### config.mk
export PLATFORM = sky130hd
export DESIGN_NAME = decode_instruction
export DESIGN_NICKNAME = d
export VERILOG_FILES = /design/src/rtl/decode_instruction.sv
export SDC_FILE = /design/constraint.sdc
export NUM_CORES = 2
export LEC_CHECK = 0
export CAP_MARGIN = 25
export CORE_UTILIZATION = 55
export CTS_CLUSTER_SIZE = 40
export DETAILED_ROUTE_END_ITERATION = 6
export PLACE_DENSITY_LB_ADDON = 0.25
export RECOVER_POWER = 25
export SYNTH_ARGS = -nofsm -noshare
export SYNTH_HDL_FRONTEND = slang
export SYNTH_SLANG_ARGS = --single-unit
### constraint.sdc
create_clock -name clk -period 2.5 [get_ports clk]
set_clock_uncertainty 0.15 [all_clocks]
set_input_delay 0.5 -clock clk [delete_from_list [all_inputs] [get_ports clk]]
set_output_delay 0.5 -clock clk [all_outputs]
set_load 0.03 [all_outputs]
### src/rtl/decode_instruction.sv
// decode_instruction: decode and register-read stage feeding execute.
// Splits the fetched word into fields and reads rA/rB from a 32x32 register
// file that has write-back bypass. It detects the one-cycle result-use hazard
// against the bundle now in execute, and registers the bundle for execute.
// Ports:
//   clk, reset           clock, asynchronous active-low reset
//   v_i, inst_i, pc_i    fetched instruction, valid and PC
//   stall_i, stall_o     stall from execute / combinational stall to fetch
//   branch_i             taken branch from execute, flushes this stage
//   wb_i, wb_r_i, wb_data_i  register write-back port from execute
//   v_o, pc_o, opecode_o, opr0_o, opr1_o, immf_o, immsign_o, imm_o,
//   stf_o, wb_o, wb_r_o  registered instruction bundle to execute
module decode_instruction #(
    parameter int unsigned ADDR   = 32,
    parameter int unsigned W_INST = 32,
    parameter int unsigned W_OPC  = 7,
    parameter int unsigned W_OPR  = 32,
    parameter int unsigned W_RD   = 5,
    parameter int unsigned W_IMM  = 16
) (
    input  logic              clk,
    input  logic              reset,
    input  logic              v_i,
    input  logic [W_INST-1:0] inst_i,
    input  logic [ADDR-1:0]   pc_i,
    input  logic              stall_i,
    output logic              stall_o,
    input  logic              branch_i,
    input  logic              wb_i,
    input  logic [W_RD-1:0]   wb_r_i,
    input  logic [W_OPR-1:0]  wb_data_i,
    output logic              v_o,
    output logic [ADDR-1:0]   pc_o,
    output logic [W_OPC-1:0]  opecode_o,
    output logic [W_OPR-1:0]  opr0_o,
    output logic [W_OPR-1:0]  opr1_o,
    output logic              immf_o,
    output logic              immsign_o,
    output logic [W_IMM-1:0]  imm_o,
    output logic              stf_o,
    output logic              wb_o,
    output logic [W_RD-1:0]   wb_r_o
);

    localparam int unsigned N_REGS = 1 << W_RD;

    logic [W_OPC-1:0] opc;
    logic             immf;
    logic [W_RD-1:0]  ra;
    logic [W_RD-1:0]  rb;
    logic [W_IMM-1:0] imm;
    logic             immsign;
    logic             stf;
    logic             writes;
    logic [W_OPR-1:0] rd_a;
    logic [W_OPR-1:0] rd_b;
    logic             hazard;

    logic [W_OPR-1:0] regs [N_REGS];

    // Instruction fields; imm overlaps rB
    assign opc  = inst_i[31:25];
    assign immf = inst_i[24];
    assign ra   = inst_i[23:19];
    assign rb   = inst_i[18:14];
    assign imm  = inst_i[15:0];

    // Opcode decode: sign-extend select, store flag, rA write-back
    always_comb begin
        immsign = (opc[4:3] != 2'b10);
        stf     = (opc == W_OPC'(25));
        writes  = opc inside {[W_OPC'(0):W_OPC'(3)], [W_OPC'(5):W_OPC'(10)],
                              W_OPC'(12), W_OPC'(13), [W_OPC'(16):W_OPC'(19)],
                              [W_OPC'(22):W_OPC'(24)]};
    end

    // Register read with same-cycle write-back bypass
    always_comb begin
        rd_a = regs[ra];
        rd_b = regs[rb];
        if (wb_i && (wb_r_i == ra)) rd_a = wb_data_i;
        if (wb_i && (wb_r_i == rb)) rd_b = wb_data_i;
    end

    // Producer in execute has not registered its result yet; rB only counts without immediate
    assign hazard  = v_i && v_o && wb_o &&
                     ((ra == wb_r_o) || (!immf && (rb == wb_r_o)));
    assign stall_o = stall_i | hazard;

    // Register file; writes proceed regardless of stall, branch or hazard
    always_ff @(posedge clk or negedge reset) begin
        if (!reset) begin
            for (int i = 0; i < int'(N_REGS); i++) regs[i] <= '0;
        end else if (wb_i) begin
            regs[wb_r_i] <= wb_data_i;
        end
    end

    // Bundle register: stall holds, branch/hazard insert a bubble, else load
    always_ff @(posedge clk or negedge reset) begin
        if (!reset) begin
            v_o       <= 1'b0;
            pc_o      <= '0;
            opecode_o <= '0;
            opr0_o    <= '0;
            opr1_o    <= '0;
            immf_o    <= 1'b0;
            immsign_o <= 1'b0;
            imm_o     <= '0;
            stf_o     <= 1'b0;
            wb_o      <= 1'b0;
            wb_r_o    <= '0;
        end else if (stall_i) begin
            v_o <= v_o;
        end else if (branch_i || hazard) begin
            v_o <= 1'b0;
        end else begin
            v_o       <= v_i;
            pc_o      <= pc_i;
            opecode_o <= opc;
            opr0_o    <= rd_a;
            opr1_o    <= rd_b;
            immf_o    <= immf;
            immsign_o <= immsign;
            imm_o     <= imm;
            stf_o     <= stf;
            wb_o      <= writes;
            wb_r_o    <= ra;
        end
    end

endmodule

==> summary.md <==
| Metric | Value |
|---|---|
| Synth unique cells | `54` |
| Final period utilization | `1.10` |
| Status | `complete, but fails checks` |
| Most used DFF post-synth | `dfrtp_1` |
| Core area | `106,000 um^2` |
| Slew @ Worst Pin | `1.83 ns` |
| Number of vias per cell | `7.03` |
| Initial DRC count | `4,813` |
| Vias | `41,327` |
| Yosys top cell by area | `dfrtp_1` |
| Setup CP Type | `register to output port` |
| Slowest cell on the critical path | `dfrtp_2` |
| Post-synthesis cell count | `3,926` |
| ANT cells | `0` |
| Pins Over Slew Limit | `16` |
| Root Buffer | `clkbuf_16` |
| Grt total ovfl | `0` |
| Die H | `330 um` |
| Cells after DPL | `5,652` |
| CP top delay family | `simple AND/OR/NAND/NOR gates` |
| Global Route Usage Sum | `0.360` |
| Layout area overhead | `21.2%` |
| Post-route insts no fill | `5,880` |
| Syn avg cell area | `15.0 um^2` |
| Max cap viols | `1` |
| Critical-path cell list | `xor2_1, nor4_2, a21oi_4, nand2_2, buf_6` |
| Seq/Total Area, Yosys | `0.488` |
| Required time of the critical path | `1.85 ns` |
| CTS tree | `built` |
| Synth area leaders | `dfrtp_1 49%, mux2_2 21%, mux4_2 18%` |
| Final Wtd Congestion | `0.911` |
| Fmax | `364 MHz` |
| Max VDD drop | `647 uV` |
| Initial Utilization | `0.558` |
| Max transition margin | `-0.222` |
| First-pass GRT wire length | `285,000 um` |
| Setup violators final | `1` |
| Crit. End Element | `output port` |
| Die area | `109,000 um^2` |
| Synthesized cell area | `59,100 um^2` |
| Synth async-reset ratio | `1.00` |
| Ys Warns | `0` |
| PortBufs | `236` |
| Detailed Place HPWL | `127,000 um` |
| Hold depth | `2` |
| Clk sinks | `1,153` |
| Critical path buffer and inverter count | `1` |
| Max clock buf depth | `3` |
| Row cnt | `119` |
| Static leakage | `31.2 nW` |
| Layout cell share with drive strength beyond 1 | `0.529` |
| Final hold viol count | `0` |
| Min cycle time layout | `2.75 ns` |
| DRT Wirelength | `192,000 um` |
| Vias in the first global route | `42,480` |
| Most common cell after layout, fill and taps aside | `dfrtp_1` |
| PwrDens | `784 nW/um^2` |
| Die Wd | `330 um` |
| Total negative setup slack | `-0.247 ns` |
| Largest net degree at the start of global routing | `130` |
| Syn nets | `4,033` |
| Initial antenna violation count | `2` |
| Total CTS buffers | `120` |
| Routed Antenna Nets | `0` |
| Yosys reg bits | `1,153` |
| Nets@finish | `4,493` |
| Failing checks | `max-capacitance violations, max-slew violations, negative setup slack` |
| DRC | `0` |
| Worst-case reg-to-reg path depth | `10` |
| WP data arrival | `2.10 ns` |
| Setup slack after layout | `-0.247 ns` |
| Post-synth EDFFs | `0` |
| I/O pins | `237` |
| RSZ-0062 raised after global routing | `yes` |
| Routed wire per std cell | `32.7 um` |
| Clock transition at the registers of the reported paths | `0.06 ns` |
| Fill cells | `7,269` |
| Worst-skew pair later-pin latency | `0.73 ns` |
| # H-tree levels | `3` |
| Crit-path max FO | `6` |
| HP Class | `input pin to register` |
| Initial DRT Pass Iterations | `6` |
| Synth top area share | `0.488` |
| Startpoint types | `register` |
| Pwr Total | `56.1 mW` |
| WP depth | `5` |
| Crit-path max cell delay | `0.45 ns` |
| Most frequent cells in the layout | `1,152 x dfrtp_1, 1,115 x mux2_2, 472 x mux4_2` |
==> state kept, by name, indices dropped and copies added, names as in the netlist <==
name       flops
immsign_o      1
v_o            1
opecode_o      7
imm_o         16
stf_o          1
regs        1024
immf_o         1
pc_o          32
opr0_o        32
wb_r_o         5
opr1_o        32
wb_o           1
==> path summary, 6_finish.rpt <==
check | startpoint | endpoint | slack (ns)
min reg2reg | imm_o[3] | imm_o[3] | 0.35
max reg2reg | wb_r_o[0] | opr0_o[28] | 0.07
min in group asynchronous | reset | regs[473] | 0.69
min | pc_i[9] | pc_o[9] | 0.24
max | wb_r_o[0] | stall_o | -0.25
max in group asynchronous | reset | regs[780] | 0
==> final cells by class <==
cell class,instances,area (um^2),share of cell area
flip-flops and latches,1153,28900,0.403
multi-input cells,2362,28600,0.400
repair buffers,746,8210,0.115
clock buffers,187,3740,0.0522
well taps,1391,1740,0.0243
clock inverters,38,447,0.00624
inverters,3,11.3,0.000157
==> through the flow <==
step | hold slack (ns) | instance area (um^2) | util | setup slack [ns]
2_1_floorplan | 0.0544 | 59100 | - | 0.0466
3_3_place_gp | 0.236 | 67500 | 0.637 | -0.709
3_5_place_dp | 0.230 | 67500 | 0.637 | -0.607
4_1_cts | 0.0713 | 71700 | 0.677 | -0.264
5_1_grt | 0.225 | 71600 | 0.676 | -0.320
6_report | 0.238 | 71600 | 0.676 | -0.247
==> cells in the mapped netlist, drive strengths merged (6+ instances only) <==
cell / count
dfrtp: 1153
xor2: 16
a21oi: 90
clkbuf: 220
or3b: 12
o22ai: 223
mux2: 1115
nand3: 16
nand3b: 14
a211oi: 6
a31oi: 28
mux2i: 92
nor4: 57
nor2b: 7
o221ai: 8
a22o: 8
o32ai: 10
nor2: 25
o2bb2ai: 6
or3: 6
o31ai: 8
nand2: 70
nor3b: 9
mux4: 475
buf: 188
==> metal layers <==
metal  GRT usage  share of wire
met5           0       0.000057
met4       0.156          0.051
met3      0.0737           0.10
met2       0.550           0.46
met1       0.505           0.39
==> power by group <==
group,switching [mW],internal (mW),total [mW]
clock,7.71,11.1,18.9
combinational,5.06,7.12,12.2
sequential,2.81,22.3,25.1
total,15.6,40.5,56.1
==> repair_timing <==
item | 4_1_cts | 5_1_grt
buffers inserted | 2 | 0
pin swaps | 2 | 2
endpoints found under the setup margin | 39 | 14
endpoints found under the hold margin | 502 | 0
gates resized for setup | 41 | 11
hold buffers | 1 | 0
==> logic make-up (layout without fill, tap and decap cells) <==
kind of cell              count (synthesis)  in the layout  share of synthesized area
DFF                                    1153           1153                      0.488
muxes                                  1682           1682                      0.409
AOI/OAI and AO/OA                       407            407                     0.0436
buffers and inverters                   411            974                     0.0314
and+or+nand+nor                         253            253                     0.0242
xor gates and xnor gates                 20             20                    0.00296
(Power assumes the default switching activity.)
